## src/rtl/cpu_structs_pkg.sv

```systemverilog
// Shared EXE-stage types: operand selects, ALU ops and multi-cycle ALU FSM states.
package cpu_structs_pkg;

  typedef enum logic [2:0] {
    AM_RS1 = 3'd0,
    AM_RS2 = 3'd1,
    AM_IMM = 3'd2,
    AM_PC  = 3'd3
  } ALU_SEL_TYPE;

  typedef enum logic [3:0] {
    A_AND  = 4'd0,
    A_OR   = 4'd1,
    A_XOR  = 4'd2,
    A_ADD  = 4'd3,
    A_SUB  = 4'd4,
    A_SLL  = 4'd5,
    A_SRL  = 4'd6,
    A_SRA  = 4'd7,
    A_SLT  = 4'd8,
    A_SLTU = 4'd9
  } ALU_OP_TYPE;

  typedef enum logic [1:0] {
    IDLE  = 2'd0,
    SHIFT = 2'd1,
    DONE  = 2'd2
  } ALU_MC_STATE_TYPE;

  // Shift ops take the iterative path, everything else completes in one cycle.
  function automatic logic is_shift(input ALU_OP_TYPE op);
    return (op == A_SLL) || (op == A_SRL) || (op == A_SRA);
  endfunction

endpackage

```

## src/rtl/alu_operand_mux.sv

```systemverilog
// Combinational ALU operand selector; unknown select codes yield zero.
module alu_operand_mux
  import cpu_structs_pkg::*;
#(
  parameter int unsigned XLEN = 32
) (
  input  logic [XLEN-1:0] rs1_data,
  input  logic [XLEN-1:0] rs2_data,
  input  logic [XLEN-1:0] imm,
  input  logic [XLEN-1:0] pc,
  input  ALU_SEL_TYPE     sel,
  output logic [XLEN-1:0] data_c
);

  // Select one of the four operand sources.
  always_comb begin
    data_c = '0;
    case (sel)
      AM_RS1:  data_c = rs1_data;
      AM_RS2:  data_c = rs2_data;
      AM_IMM:  data_c = imm;
      AM_PC:   data_c = pc;
      default: data_c = '0;
    endcase
  end

endmodule

```

## src/rtl/alu_fu_mc.sv

```systemverilog
// Registered multi-cycle ALU functional unit with iterative shifter,
// valid/ready handshakes, passthrough tag and flush.
module alu_fu_mc
  import cpu_structs_pkg::*;
#(
  parameter int unsigned XLEN       = 32,
  parameter int unsigned SHIFT_STEP = 4,
  parameter int unsigned TAG_W      = 5
) (
  input  logic             clk_in,
  input  logic             reset_in,
  input  logic             flush_in,
  input  logic             in_valid,
  output logic             in_ready,
  input  logic [XLEN-1:0]  rs1_data,
  input  logic [XLEN-1:0]  rs2_data,
  input  logic [XLEN-1:0]  imm,
  input  logic [XLEN-1:0]  pc,
  input  ALU_SEL_TYPE      sel_x,
  input  ALU_SEL_TYPE      sel_y,
  input  ALU_OP_TYPE       op,
  input  logic [TAG_W-1:0] in_tag,
  output logic             out_valid,
  input  logic             out_ready,
  output logic [XLEN-1:0]  rd_data,
  output logic [TAG_W-1:0] out_tag
);

  localparam int unsigned SHW = $clog2(XLEN);
  // One extra bit so SHIFT_STEP == XLEN still fits in the step compare.
  localparam int unsigned CW  = SHW + 1;

  ALU_MC_STATE_TYPE state;
  ALU_OP_TYPE       sh_op;
  logic [XLEN-1:0]  work;
  logic [CW-1:0]    remain;
  logic [XLEN-1:0]  mux_x;
  logic [XLEN-1:0]  mux_y;
  logic [XLEN-1:0]  alu_res;
  logic [CW-1:0]    step;
  logic [CW-1:0]    remain_nxt;
  logic [XLEN-1:0]  work_nxt;
  logic [CW-1:0]    shamt;
  logic             accept;

  alu_operand_mux #(.XLEN(XLEN)) u_mux_x (
    .rs1_data (rs1_data),
    .rs2_data (rs2_data),
    .imm      (imm),
    .pc       (pc),
    .sel      (sel_x),
    .data_c   (mux_x)
  );

  alu_operand_mux #(.XLEN(XLEN)) u_mux_y (
    .rs1_data (rs1_data),
    .rs2_data (rs2_data),
    .imm      (imm),
    .pc       (pc),
    .sel      (sel_y),
    .data_c   (mux_y)
  );

  // Ready when idle or when the held result drains this cycle; flush and reset block intake.
  always_comb begin
    in_ready = !reset_in && !flush_in &&
               ((state == IDLE) || ((state == DONE) && out_ready));
    accept   = in_valid && in_ready;
    shamt    = CW'(mux_y[SHW-1:0]);
  end

  // Single-cycle ALU result; shift ops are produced by the iterative path.
  always_comb begin
    alu_res = '0;
    case (op)
      A_AND:   alu_res = mux_x & mux_y;
      A_OR:    alu_res = mux_x | mux_y;
      A_XOR:   alu_res = mux_x ^ mux_y;
      A_ADD:   alu_res = mux_x + mux_y;
      A_SUB:   alu_res = mux_x - mux_y;
      A_SLT:   alu_res = XLEN'($signed(mux_x) < $signed(mux_y));
      A_SLTU:  alu_res = XLEN'(mux_x < mux_y);
      default: alu_res = '0;
    endcase
  end

  // One shifter step of min(SHIFT_STEP, remain); SRA keeps replicating the MSB.
  always_comb begin
    step       = (remain > CW'(SHIFT_STEP)) ? CW'(SHIFT_STEP) : remain;
    remain_nxt = remain - step;
    work_nxt   = work >> step;
    case (sh_op)
      A_SLL:   work_nxt = work << step;
      A_SRA:   work_nxt = XLEN'($signed(work) >>> step);
      default: work_nxt = work >> step;
    endcase
  end

  // Control FSM and registered result/tag; flush outranks drain and accept.
  always_ff @(posedge clk_in or posedge reset_in) begin
    if (reset_in) begin
      state     <= IDLE;
      out_valid <= 1'b0;
      rd_data   <= '0;
      out_tag   <= '0;
      remain    <= '0;
      work      <= '0;
      sh_op     <= A_AND;
    end else if (flush_in) begin
      state     <= IDLE;
      out_valid <= 1'b0;
      remain    <= '0;
    end else if (accept) begin
      out_tag <= in_tag;
      if (is_shift(op)) begin
        work   <= mux_x;
        sh_op  <= op;
        remain <= shamt;
        if (shamt == '0) begin
          rd_data   <= mux_x;
          out_valid <= 1'b1;
          state     <= DONE;
        end else begin
          out_valid <= 1'b0;
          state     <= SHIFT;
        end
      end else begin
        rd_data   <= alu_res;
        out_valid <= 1'b1;
        state     <= DONE;
      end
    end else begin
      case (state)
        SHIFT: begin
          work   <= work_nxt;
          remain <= remain_nxt;
          if (remain_nxt == '0) begin
            rd_data   <= work_nxt;
            out_valid <= 1'b1;
            state     <= DONE;
          end
        end
        DONE: begin
          if (out_ready) begin
            out_valid <= 1'b0;
            state     <= IDLE;
          end
        end
        default: ;
      endcase
    end
  end

endmodule

```

## config.mk

```make
export PLATFORM = sky130hd
export DESIGN_NAME = alu_fu_mc
export DESIGN_NICKNAME = d
export VERILOG_FILES = /design/src/rtl/cpu_structs_pkg.sv /design/src/rtl/alu_operand_mux.sv /design/src/rtl/alu_fu_mc.sv
export SDC_FILE = /design/constraint.sdc
export NUM_CORES = 1
export LEC_CHECK = 0
export BUFFER_PORTS_ARGS = -buffer_cell sky130_fd_sc_hd__buf_2
export CAP_MARGIN = 20
export CORE_MARGIN = 2
export CORE_UTILIZATION = 50
export DETAILED_ROUTE_END_ITERATION = 6
export MAX_ROUTING_LAYER = met4
export PLACE_DENSITY_LB_ADDON = 0.2
export SLEW_MARGIN = 20
export SYNTH_ARGS = -nofsm -noshare
export SYNTH_HDL_FRONTEND = slang
export SYNTH_SLANG_ARGS = --single-unit
```

## constraint.sdc

```tcl
create_clock -name clk_in -period 6.9 [get_ports clk_in]
set_clock_uncertainty 0.15 [all_clocks]
set_input_delay 0.345 -clock clk_in [delete_from_list [all_inputs] [get_ports clk_in]]
set_output_delay 0.345 -clock clk_in [all_outputs]
set_load 0.03 [all_outputs]
```

==> metrics.txt <==
share of cells above drive strength 1 0.155; final setup TNS 0 ns; PortBufs between 150 and 200; Max-slew headroom 0.218; CP top delay family compound AO/OA/AOI/OAI gates; Buf/Inv on CP 3; most used cell, CP a211o_1; Tmin final 4.98 ns; post-layout instance count excluding filler cells approximately 2,300; syn_area_per_cell 7.00 um^2; Adder-Cell Fraction of Synth Area 0.0989; post-detail-place hpwl between 40 and 50 mm; vias in the first global route between 10,000 and 15,000; Skew-Pair Late Insertion Delay 0.34 ns; post-synthesis cell type count between 90 and 100; via count 15,200; final wirelength about 52 mm; Root Buffer clkbuf_16; DRT Pass-1 Iters 6; starting DRC count in detailed routing 2,114; Data required, critical path around 7.0 ns; worst hold path type in -> reg; GP Congestion 1.03; n_diodes 0; Clock transition at path regs ~0.07 ns; worst setup margin around 1.9 ns; crit-path cells buf_2 -> and3b_1 -> buf_4 -> a22o_1 -> a221oi_1 -> inv_1 -> ha_1 -> or2_1 -> a2111o_1 -> and3_4 -> or4_4 -> a311oi_4 -> o21ai_2 -> a211o_1 -> a211o_1; Fmax 0.201 GHz; placed insts 2,268; clock sink count 81; Post-route DRC 0; Post-synth ARST share 1.00; critical path class in -> reg; post-route ant nets 0; Synth Area in Compound Gates 0.374; htree depth 3; Syn Inst Count roughly 1,900; max-cap violation count 0; Power, Total a little over 0.003 W; GR Util met1 0.556; final hold viol count 0; CP Capture Type flop; gr busiest metal met1; Overflow after GRT 0; nature of the critical path startpoint primary input; DP Worst Slack 1.68 ns; #FFs+latches synth 81; yosys warns 0; Slew @ Worst Pin roughly 1.2 ns; die height between 150 and 200 um; largest net degree at the start of global routing between 90 and 100; EDFF count, synth 0; Setup violations, final 0; CTS Buf Count 9; multiplexer area fraction after synthesis 0.0622; cell area after synthesis ~0.013 mm^2; core area 0.0258 mm^2; RSZ-0062 raised after global routing false; GRT Resource Usage Total 0.373; XOR/XNOR share of the synthesized area 0.0121; Pleak between 6 and 7 nW; CTS tree yes; post-synthesis sequential area ratio 0.155; largest family of logic cells by synthesized area compound AO/OA/AOI/OAI gates; Die Area 0.0274 mm^2; pwr/cell area 214 mW/mm^2; CTS resizes 0; status completed; max-slew violation count 0; final layout net count about 2,200; first-pass GRT wire length between 80 and 90 mm; Post-CTS Setup Bufs 0; row count between 50 and 60; IO Count roughly 190; fin crit share 0.722; wire per inst around 23 um; peak supply drop around 0.00018 V; Fillers 2,609; initial core utilization 0.506; met3 usage 0.0683; met2 usage 0.526; Worst Path Arrival around 5 ns; Synth Area in Simple Gates 0.214; Worst path max stage delay around 0.91 ns; die width 166 um; clock buffer depth 2; vias per std cell ~6.7; area grow syn2layout 9.95%; syn_nets between 2,000 and 2,500; crit path max fanout 32; Post-synth top flop dfrtp_1; Final Core Density 0.556; CP max stage cell a221oi_1; initial antenna violation count 0
cell families (layout without fill, tap and decap cells):
family | Yosys count | in the layout
AOI/OAI and AO/OA | 741 | 741
xor gates and xnor gates | 18 | 18
adders and majority gates | 102 | 102
buffers and inverters | 260 | 344
DFF | 81 | 81
muxes | 65 | 65
other | 1 | 1
and+or+nand+nor | 599 | 599
per-layer routing:
layer | routed length (um) | share of wire | vias up
met5 | 0 | 0 | -
met4 | 1010 | 0.019 | 0
met3 | 5620 | 0.11 | 68
met2 | 21400 | 0.41 | 929
met1 | 23900 | 0.46 | 7153
li1 | - | - | 7068
where the power goes:
part / internal, W / switching [W]
Combinational: 0.000611 / 0.00117
Clock: 0.000295 / 0.000211
Sequential: 0.000625 / 0.000160
cells in the mapped netlist (29+ instances only):
library cell | n | area, um^2
a21oi_1 | 220 | 1100
nand2_1 | 201 | 754
nor2_1 | 155 | 582
clkbuf_1 | 105 | 394
inv_1 | 102 | 383
ha_1 | 100 | 1250
o21ai_0 | 90 | 450
dfrtp_1 | 81 | 2030
nor3_1 | 62 | 310
a211oi_1 | 61 | 458
nand3_1 | 49 | 245
mux2i_1 | 44 | 440
o21ai_1 | 39 | 195
nor2b_1 | 38 | 238
a22oi_1 | 33 | 248
a31oi_1 | 33 | 206
o211ai_1 | 33 | 248
a221oi_1 | 29 | 254
stage by stage:
step	area (um^2)	hold WS [ns]
floorplan	13100	0.300
global placement	14000	0.171
detailed placement	14000	0.175
CTS	14400	0.0405
global route	14400	0.0414
finish	14400	0.0466
worst min-delay path: cells and delay by family:
| kind | cells | cell delay (ns) |
|---|---|---|
| buf+inv | 1 | 0.07 |
| simple gates | 2 | 0.08 |
state kept, by name (all words and copies together) (netlist names):
name and cells:
work 32, out_valid 1, remain 6, state 1
sh_op 4, out_tag 5, rd_data 32
final cells by class:
| class | instances | area, um^2 | area share |
|---|---|---|---|
| timing repair buffer | 220 | 1190 | 0.0828 |
| clock buffer | 10 | 239 | 0.0166 |
| clock inverter | 6 | 73.8 | 0.00514 |
| multi-input combinational | 1526 | 10000 | 0.697 |
| inverter | 108 | 409 | 0.0285 |
| tap | 335 | 419 | 0.0292 |
| sequential | 81 | 2030 | 0.141 |
worst paths after layout:
kind                            start          end  slack, ns  depth (start not counted)
max in group asynchronous    reset_in   out_tag[3]       5.08                          4
min in group asynchronous    reset_in    out_valid       0.37                          3
max                          sel_x[2]  rd_data[28]       1.92                         15
max reg2reg                 remain[3]   rd_data[8]       2.27                         12
min                         in_tag[3]   out_tag[3]       0.05                          3
min reg2reg                out_tag[3]   out_tag[3]       0.32                          2
what timing repair did:
action,in CTS,in global routing
hold buffers,1,0
endpoints found under the setup margin,0,0
endpoints found under the hold margin,13,0
cells in the final DEF (no fill, tap or decap), types with 33 or more instances in the layout:
cell type  synthesis  routed
mux2i_1           44      44
nand2_1          201     201
buf_2             13     186
a211oi_1          61      61
ha_1             100     100
a31oi_1           33      33
a22oi_1           33      33
buf_4              3      33
nand3_1           49      49
nor2b_1           38      38
dfrtp_1           81      81
o21ai_0           90      90
nor2_1           155     152
a21oi_1          220     219
o211ai_1          33      33
inv_1            102     100
nor3_1            62      60
o21ai_1           39      39
Note: power is estimated with default switching activity, not from simulation.
